==> config.mk <==
export PLATFORM = sky130hd
export DESIGN_NAME = lap_timer
export DESIGN_NICKNAME = d
export VERILOG_FILES = /design/src/rtl/lap_timer.sv
export SDC_FILE = /design/constraint.sdc
export NUM_CORES = 1
export LEC_CHECK = 0
export BUFFER_PORTS_ARGS = -buffer_cell sky130_fd_sc_hd__buf_2
export CELL_PAD_IN_SITES_DETAIL_PLACEMENT = 0
export CELL_PAD_IN_SITES_GLOBAL_PLACEMENT = 1
export CORE_ASPECT_RATIO = 0.75
export CORE_MARGIN = 1
export CORE_UTILIZATION = 40
export CTS_CLUSTER_DIAMETER = 60
export CTS_CLUSTER_SIZE = 14
export DETAILED_ROUTE_END_ITERATION = 6
export HOLD_SLACK_MARGIN = 0.08
export PLACE_DENSITY_LB_ADDON = 0.1
export SYNTH_ARGS = -nofsm -noshare
export SYNTH_HDL_FRONTEND = slang
export SYNTH_SLANG_ARGS = --single-unit
==> constraint.sdc <==
create_clock -name pclk -period 2.65 [get_ports pclk]
set_clock_uncertainty 0.15 [all_clocks]
set_input_delay 0.795 -clock pclk [delete_from_list [all_inputs] [get_ports pclk]]
set_output_delay 0.795 -clock pclk [all_outputs]
set_load 0.005 [all_outputs]
==> src/rtl/lap_timer.sv <==
// -----------------------------------------------------------------------------
// lap_timer
//
// Race-control stage that sits behind the checkpoint tracker. It qualifies
// laps (a rising edge of lap_finished while checkpoints_passed is high),
// counts them, times the current lap and the whole race in centiseconds,
// keeps the last and best lap times, and declares the race over after LAPS
// valid laps.
//
// Parameters
//   CLK_HZ : pclk frequency in Hz; one centisecond = CLK_HZ/100 cycles.
//   LAPS   : valid laps needed to finish the race (1..15).
//
// Ports
//   pclk               in   clock, everything updates on its rising edge
//   rst                in   synchronous active-high reset
//   start              in   1-cycle pulse: start / restart the race
//   lap_finished       in   level: car is inside the finish zone
//   checkpoints_passed in   level: all checkpoints of this lap were taken
//   lap_count          out  [3:0]  valid laps completed this race
//   lap_time_cs        out  [15:0] running time of the current lap
//   last_lap_cs        out  [15:0] time of the most recent valid lap
//   best_lap_cs        out  [15:0] fastest valid lap this race
//   best_valid         out         best_lap_cs holds a real value
//   total_time_cs      out  [19:0] race time since start
//   new_lap            out         1-cycle pulse per valid lap
//   new_best           out         1-cycle pulse with new_lap on a new best
//   race_over          out         high once LAPS valid laps are done
// -----------------------------------------------------------------------------
module lap_timer #(
  parameter int CLK_HZ = 65_000_000,
  parameter int LAPS   = 3
) (
  input  logic        pclk,
  input  logic        rst,
  input  logic        start,
  input  logic        lap_finished,
  input  logic        checkpoints_passed,
  output logic [3:0]  lap_count,
  output logic [15:0] lap_time_cs,
  output logic [15:0] last_lap_cs,
  output logic [15:0] best_lap_cs,
  output logic        best_valid,
  output logic [19:0] total_time_cs,
  output logic        new_lap,
  output logic        new_best,
  output logic        race_over
);

  // Centisecond prescaler geometry. A divisor below 1 would make no sense,
  // so very slow clocks degrade to one tick per cycle.
  localparam int TICK_DIV  = (CLK_HZ / 100 < 1) ? 1 : CLK_HZ / 100;
  localparam int PW        = (TICK_DIV > 1) ? $clog2(TICK_DIV) : 1;
  localparam logic [PW-1:0] PRESC_MAX = PW'(TICK_DIV - 1);
  localparam logic [4:0]    LAPS_W    = 5'(LAPS);

  localparam logic [15:0] LAP_SAT   = 16'hFFFF;
  localparam logic [19:0] TOTAL_SAT = 20'hFFFFF;

  typedef enum logic [1:0] {
    S_IDLE     = 2'd0,
    S_RACING   = 2'd1,
    S_FINISHED = 2'd2
  } state_t;

  state_t        state;
  logic [PW-1:0] presc;
  logic          lap_finished_d;

  // Decoded events for the current cycle.
  logic fin_rise;
  logic valid_lap;
  logic tick;
  logic lap_improves;
  logic last_lap_of_race;

  // NOTE: every signal written here gets a value on every path (defaults
  // first), so this stays purely combinational and never infers a latch.
  always_comb begin
    fin_rise         = 1'b0;
    valid_lap        = 1'b0;
    tick             = 1'b0;
    lap_improves     = 1'b0;
    last_lap_of_race = 1'b0;

    fin_rise  = lap_finished & ~lap_finished_d;
    // Upstream clears the checkpoint flags only after it has registered the
    // finish, so checkpoints_passed is still meaningful on the rise cycle.
    valid_lap = fin_rise & checkpoints_passed;
    tick      = (state == S_RACING) && (presc == PRESC_MAX);
    // A tie does not count as an improvement.
    lap_improves     = !best_valid || (lap_time_cs < best_lap_cs);
    last_lap_of_race = (({1'b0, lap_count} + 5'd1) == LAPS_W);
  end

  // NOTE: all state below is registered with non-blocking assignments so that
  // every right-hand side reads the pre-edge value (e.g. last_lap_cs captures
  // the lap time before this cycle's tick would have been added).
  always_ff @(posedge pclk) begin
    if (rst) begin
      state          <= S_IDLE;
      presc          <= '0;
      lap_finished_d <= 1'b0;
      lap_count      <= '0;
      lap_time_cs    <= '0;
      last_lap_cs    <= '0;
      best_lap_cs    <= '0;
      best_valid     <= 1'b0;
      total_time_cs  <= '0;
      new_lap        <= 1'b0;
      new_best       <= 1'b0;
      race_over      <= 1'b0;
    end else begin
      // Edge detector history runs in every state so a car parked in the
      // finish zone at start does not produce a spurious rise later.
      lap_finished_d <= lap_finished;

      // Event pulses last exactly one cycle unless re-asserted below.
      new_lap  <= 1'b0;
      new_best <= 1'b0;

      if (start) begin
        // Start (or restart) from any state; it wins over a coincident lap.
        state         <= S_RACING;
        presc         <= '0;
        lap_count     <= '0;
        lap_time_cs   <= '0;
        last_lap_cs   <= '0;
        best_lap_cs   <= '0;
        best_valid    <= 1'b0;
        total_time_cs <= '0;
        race_over     <= 1'b0;
      end else begin
        case (state)
          S_IDLE: begin
            // Timers and prescaler hold until the countdown fires start.
          end

          S_RACING: begin
            // The prescaler free-runs across laps; a lap never resets it.
            if (tick) begin
              presc <= '0;
            end else begin
              presc <= presc + PW'(1);
            end

            if (tick && (total_time_cs != TOTAL_SAT)) begin
              total_time_cs <= total_time_cs + 20'd1;
            end

            if (valid_lap) begin
              // The lap time is captured without this cycle's tick, and the
              // new lap starts from zero.
              last_lap_cs <= lap_time_cs;
              lap_time_cs <= '0;
              lap_count   <= lap_count + 4'd1;
              new_lap     <= 1'b1;

              if (lap_improves) begin
                best_lap_cs <= lap_time_cs;
                best_valid  <= 1'b1;
                new_best    <= 1'b1;
              end

              if (last_lap_of_race) begin
                state     <= S_FINISHED;
                race_over <= 1'b1;
              end
            end else if (tick && (lap_time_cs != LAP_SAT)) begin
              lap_time_cs <= lap_time_cs + 16'd1;
            end
          end

          S_FINISHED: begin
            // Everything frozen; finish-zone activity is ignored.
          end

          default: begin
            state <= S_IDLE;
          end
        endcase
      end
    end
  end

endmodule

==> results of run 1 <==
## worst max-delay path: stages, from the launching register on
cell and delay (ns):
dfxtp_1 0.37, nor4b_2 0.31, nand4_2 0.22, or2_1 0.36
buf_12 0.19, nor3_2 0.35, a311o_1 0.22, nand2_1 0.05
## sequential cells by signal (all words and copies together) (netlist names)
signal,cells
presc,20
total_time_cs,20
best_lap_cs,16
lap_time_cs,16
last_lap_cs,16
lap_count,4
state,2
best_valid,1
lap_finished_d,1
new_best,1
new_lap,1
race_over,1
## metrics by stage
stage / hold slack (ns) / total power, mW
final: 0.307 / 3.10
after CTS: 0.310 / 3.13
after floorplan: 0.299 / 1.57
after detailed placement: 0.298 / 1.60
after global routing: 0.334 / 3.21
after global placement: 0.292 / 1.60
## power by group
group	total (mW)	switching, mW	internal, mW	leakage [nW]
Sequential	1.49	0.00289	1.49	0.798
Combinational	0.0767	0.0567	0.0199	1.31
Clock	1.53	0.564	0.969	0.168
## area by class of cell
| type | instances | area, um2 |
|---|---|---|
| Clock buffer | 11 | 253 |
| Clock inverter | 4 | 97.6 |
| Fill cell | 1179 | 5760 |
| Inverter | 20 | 75.1 |
| Multi-Input combinational cell | 410 | 2550 |
| Sequential cell | 99 | 1980 |
| Tap cell | 162 | 203 |
| Timing Repair Buffer | 110 | 651 |
## cells in the mapped netlist (all sizes together) (2+ instances only)
cell type	count
or2	2
and3b	3
nand2b	4
nor3	7
nor2	76
a21oi	31
nand2	78
o2111ai	3
a31oi	2
and2	5
a211oi	4
clkbuf	17
buf	10
ha	20
and3	5
dfxtp	99
o31ai	2
inv	20
xor2	27
nand4	17
nor2b	3
xnor2	21
nor4	7
or3	4
nor4b	4
nand3	36
and4	6
mux2i	2
o211ai	5
o21ai	23
## layer usage
layer	up-vias	part of all wire	GRT usage
li1	2090	-	-
met1	1961	0.54	0.302
met2	88	0.40	0.309
met3	9	0.048	0.0461
met4	0	0.0074	0.0451
met5	-	0	0
## cells by family (layout without fill, tap and decap cells)
family / count (synthesis) / count (layout)
AOI/OAI and AO/OA: 80 / 80
buffers and inverters: 47 / 145
xor gates and xnor gates: 48 / 48
and+or+nand+nor: 260 / 260
DFF: 99 / 99
adders and majority gates: 20 / 20
muxes: 2 / 2
## worst min-delay path by stage
stage | start | to | cells after the start
2_1_floorplan | presc[1] | presc[1] | 2
3_5_place_dp | last_lap_cs[14] | last_lap_cs[14] | 2
3_3_place_gp | last_lap_cs[1] | last_lap_cs[1] | 2
4_1_cts | last_lap_cs[1] | last_lap_cs[1] | 2
6_report | last_lap_cs[10] | last_lap_cs[10] | 2
5_1_grt | last_lap_cs[12] | last_lap_cs[12] | 2
==> impl_metrics.env, run 1 <==
export IMPL_status="finished clean"
export IMPL_clockBufferDepth=2
export IMPL_crit_required_ns=2.74
export IMPL_ys_flop_type="dfxtp_1"
export IMPL_syn_area_um2=4730
export IMPL_async_reset_ff_frac=0
export IMPL_htree_levels=3
export IMPL_boundaryPins=81
export IMPL_synth_seq_cells=99
export IMPL_hpwl_mm=8.86
export IMPL_die_w_um=128
export IMPL_hold_viol=0
export IMPL_rows=34
export IMPL_synth_mux_area_fraction=0.00423
export IMPL_worst_setup_path_type="register to register"
export IMPL_grt_pass1_wl_mm=19.8
export IMPL_synth_edff_count=0
export IMPL_worstPathArrival_ns=2.42
export IMPL_avgSynthCellArea_um2=8.51
export IMPL_synth_xor_area_frac=0.0888
export IMPL_setup_ws_ns=0.320
export IMPL_final_common_cell="dfxtp_1"
export IMPL_vias=4148
export IMPL_antenna_found_initial=0
export IMPL_synth_area_top_cells="dfxtp_1 (42%), nand2_1 (6.1%), nor2_1 (6.0%)"
export IMPL_dpl_instance_area_um2=5460
export IMPL_cts_made_buffers=9
export IMPL_r2r_start="presc[4]"
export IMPL_synth_area_leader_cell="dfxtp_1"
export IMPL_crit_path_end="total_time_cs[13]"
export IMPL_relSlewSlack=0.594
export IMPL_syn_nets=581
export IMPL_tns_ns=0
export IMPL_reg2reg_to="total_time_cs[13]"
export IMPL_cts_setup_buffers=0
export IMPL_maxCapViolCount=0
export IMPL_synthAdderAreaFrac=0.0529
export IMPL_peakVddDrop_v=0.000334
export IMPL_yosys_area_share_simple=0.287
export IMPL_drt_iter0_markers=214
export IMPL_synthesis_yosys_warnings=0
export IMPL_grtUsageTotal=0.207
export IMPL_die_y_um=96.2
export IMPL_grt_max_degree=35
export IMPL_tightest_slew_ns=0.605
export IMPL_end_kind="register"
export IMPL_fin_crit_ns=2.33
export IMPL_yosysSeqAreaShare=0.419
export IMPL_cts_resized=0
export IMPL_synth_compound_area_frac=0.104
export IMPL_grt_pass1_vias=3851
export IMPL_fin_area_um2=5810
export IMPL_dp_cells=801
export IMPL_worstPathMaxFanout=13
export IMPL_drc=0
export IMPL_ant_nets=0
export IMPL_p_per_area_nw_per_um2=534
export IMPL_power_leakage_nw=2.27
export IMPL_vias_per_cell=5.08
export IMPL_r2r_slack_ns=0.32
export IMPL_cts_root_buffer="clkbuf_16"
export IMPL_cts_hold_buffers=0
export IMPL_hold_class="register to register"
export IMPL_drv_slew=0
export IMPL_totalWireLength_mm=12.2
export IMPL_fin_cells=816
export IMPL_start_kind="register"
export IMPL_syn_to_final_growth_pct=22.8
export IMPL_start_util=0.409
export IMPL_dp_slack_ns=0.263
export IMPL_gp_congestion=0.799
export IMPL_nets=675
export IMPL_cts_tree="yes"
export IMPL_ff2ff_path_depth=7
export IMPL_fin_util=0.502
export IMPL_layout_common_cells="dfxtp_1 (99), buf_2 (80), nand2_1 (77)"
export IMPL_finalSetupViolCount=0
export IMPL_synth_top_family_by_area="simple AND/OR/NAND/NOR gates"
export IMPL_num_antenna_cells=0
export IMPL_drive_gt1_frac=0.228
export IMPL_rsz0062_at_grt="no"
export IMPL_dr_pass1_iters=4
export IMPL_dieArea_um2=12300
export IMPL_cts_sinks=99
export IMPL_core_area_um2=11600
export IMPL_clkTransAtPathRegs_ns=0.06
export IMPL_synth_distinct_cells=56
export IMPL_fin_crit_sh=0.879
export IMPL_io_buffers=80
export IMPL_clkLatencyLatePin_ns=0.34
export IMPL_wl_per_cell_um=14.9
export IMPL_critPathLaunch="presc[4]"
export IMPL_fmax_mhz=429
export IMPL_synth_top_area_frac=0.419
export IMPL_synthesis_instances=556
export IMPL_grt_ovfl_total=0
Note: power is estimated with default switching activity, not from simulation.
==> run 2, diff against run 1 <==
CORE_ASPECT_RATIO = 1.25   (was 0.75)
SETUP_SLACK_MARGIN = 0.02   (was default)
==> run 2 against run 1 <==
Register-to-register slack lost 0.099 ns. Total power is 9.4% lower. Worst hold slack lost 0.0070 ns. Critical endpoint is now best_lap_cs[5]. Sequential share of layout area up 0.15 points. Highest routed layer unchanged. Wire length is 2.3% lower. Largest power group is now registers. Largest cell class unchanged.
==> impl_metrics.env, run 2 (synthesized netlist as in run 1, its figures left out) <==
export IMPL_hold_class="register to register"
export IMPL_p_per_area_nw_per_um2=486
export IMPL_io_buffers=80
export IMPL_die_w_um=99.3
export IMPL_dieArea_um2=12300
export IMPL_intPower_mw=2.21
export IMPL_worst_hold_slack_ns=0.300
export IMPL_swShare=0.212
export IMPL_fmax_mhz=412
export IMPL_die_y_um=124
export IMPL_relSlewSlack=0.636
export IMPL_nFillCells=1155
export IMPL_end_kind="register"
export IMPL_antenna_found_initial=0
export IMPL_nets=681
export IMPL_drv_slew=0
export IMPL_status="finished clean"
export IMPL_combPwrFrac=0.026
export IMPL_syn_to_final_growth_pct=22.2
export IMPL_vias=4122
export IMPL_p_switching_mw=0.597
export IMPL_num_antenna_cells=0
export IMPL_clkTransAtPathRegs_ns=0.06
export IMPL_final_common_cell="dfxtp_1"
export IMPL_worst_setup_path_type="register to register"
export IMPL_peakVddDrop_v=0.000261
export IMPL_fin_crit_ns=2.43
export IMPL_rows=44
export IMPL_reg_largest_list="presc: 20 flops, total_time_cs: 20 flops"
export IMPL_vias_per_cell=5.17
export IMPL_hold_viol=0
export IMPL_cts_root_buffer="clkbuf_16"
export IMPL_crit_chain="inv_1 -> ha_1 -> nand4_1 -> nor4_1 -> buf_4 -> a311oi_2 -> a21oi_4 -> o21ai_0"
export IMPL_worstPathMaxFanout=16
export IMPL_clkLatencyLatePin_ns=0.34
export IMPL_crit_required_ns=2.70
export IMPL_tightest_slew_ns=0.542
export IMPL_fin_crit_sh=0.917
export IMPL_dr_pass1_iters=4
export IMPL_grt_pass1_wl_mm=19.5
export IMPL_drive_gt1_frac=0.236
export IMPL_maxCapViolCount=0
export IMPL_start_kind="register"
export IMPL_cts_made_buffers=9
export IMPL_htree_levels=3
export IMPL_gp_congestion=0.787
export IMPL_clockBufferDepth=2
export IMPL_drc=0
export IMPL_rsz0062_at_grt="no"
export IMPL_power_frac_clock=0.443
export IMPL_totalWireLength_mm=11.9
export IMPL_grtUsageTotal=0.201
export IMPL_cpPeakStageDelay_ns=0.45
export IMPL_grt_pass1_vias=3924
export IMPL_ant_nets=0
export IMPL_p_total_mw=2.81
export IMPL_drt_iter0_markers=181
export IMPL_wl_per_cell_um=14.9
export IMPL_finalSetupViolCount=0
export IMPL_core_area_um2=11600
export IMPL_power_leakage_nw=2.28
export IMPL_cts_sinks=99
export IMPL_cpMaxStageDelayCell="a21oi_4"
export IMPL_worstPathArrival_ns=2.48
export IMPL_layout_common_cells="dfxtp_1 (99), buf_2 (80), nand2_1 (77)"
export IMPL_start_util=0.409
export IMPL_hpwl_mm=8.66
export IMPL_grt_ovfl_total=0
export IMPL_p_seq_frac=0.531
export IMPL_grt_max_degree=34
export IMPL_boundaryPins=81
export IMPL_cts_setup_buffers=0
export IMPL_cts_tree="yes"
-- run 2: worst paths after layout --
kind	start	to	slack (ns)	cells past startpoint
worst max-delay path	best_lap_cs[14]	best_lap_cs[5]	0.22	8
worst min register to register	last_lap_cs[7]	last_lap_cs[7]	0.30	2
worst min-delay path	last_lap_cs[7]	last_lap_cs[7]	0.30	2
worst max register to register	best_lap_cs[14]	best_lap_cs[5]	0.22	8
-- run 2: metal layers --
layer | GRT usage | part of all wire | up-vias
li1 | - | - | 2111
met3 | 0.0382 | 0.040 | 16
met5 | 0 | 0 | -
met4 | 0.0763 | 0.018 | 0
met1 | 0.263 | 0.47 | 1907
met2 | 0.329 | 0.47 | 88
-- run 2: worst max-delay path: cells and delay by family (launching register included) --
kind | cells | cell delay, ns
DFF | 1 | 0.36
AOI/OAI and AO/OA | 3 | 0.80
adders and majority gates | 1 | 0.28
and+or+nand+nor | 2 | 0.48
buffers and inverters | 2 | 0.22
-- run 2: cell type report --
class                           instances  area [um2]  area share
Clock inverter                          2        10.0     0.00173
Tap cell                              138         173      0.0299
Timing Repair Buffer                  115         688       0.119
Inverter                               20        75.1      0.0130
Clock buffer                           13         270      0.0467
Sequential cell                        99        1980       0.343
Multi-Input combinational cell        411        2590       0.447
-- run 2: power groups by stage --
stage	Sequential [mW]	Clock (mW)	Combinational (mW)
3_3_place_gp	1.53	0	0.0711
6_report	1.49	1.25	0.0724
4_1_cts	1.49	1.28	0.0725
2_1_floorplan	1.53	0	0.0471
3_5_place_dp	1.53	0	0.0718
5_1_grt	1.49	1.33	0.0810
-- run 2: stage by stage --
step,cell area [um2],cells,util,setup TNS [ns],setup WS (ns)
2_1_floorplan,4730,556,-,0,0.449
3_3_place_gp,5470,782,0.473,-1.69,-0.111
3_5_place_dp,5470,782,0.473,-3.66,-0.284
4_1_cts,5760,797,0.498,0,0.0799
5_1_grt,5780,798,0.500,0,0.0376
6_report,5780,798,0.500,0,0.221
-- run 2: what timing repair did --
item / 4_1_cts / 5_1_grt
resized for setup: 1 / 3
hold buffers: 0 / 0
pin swaps: 0 / 1
cloned: 0 / 1
setup endpoints to repair: 17 / 17
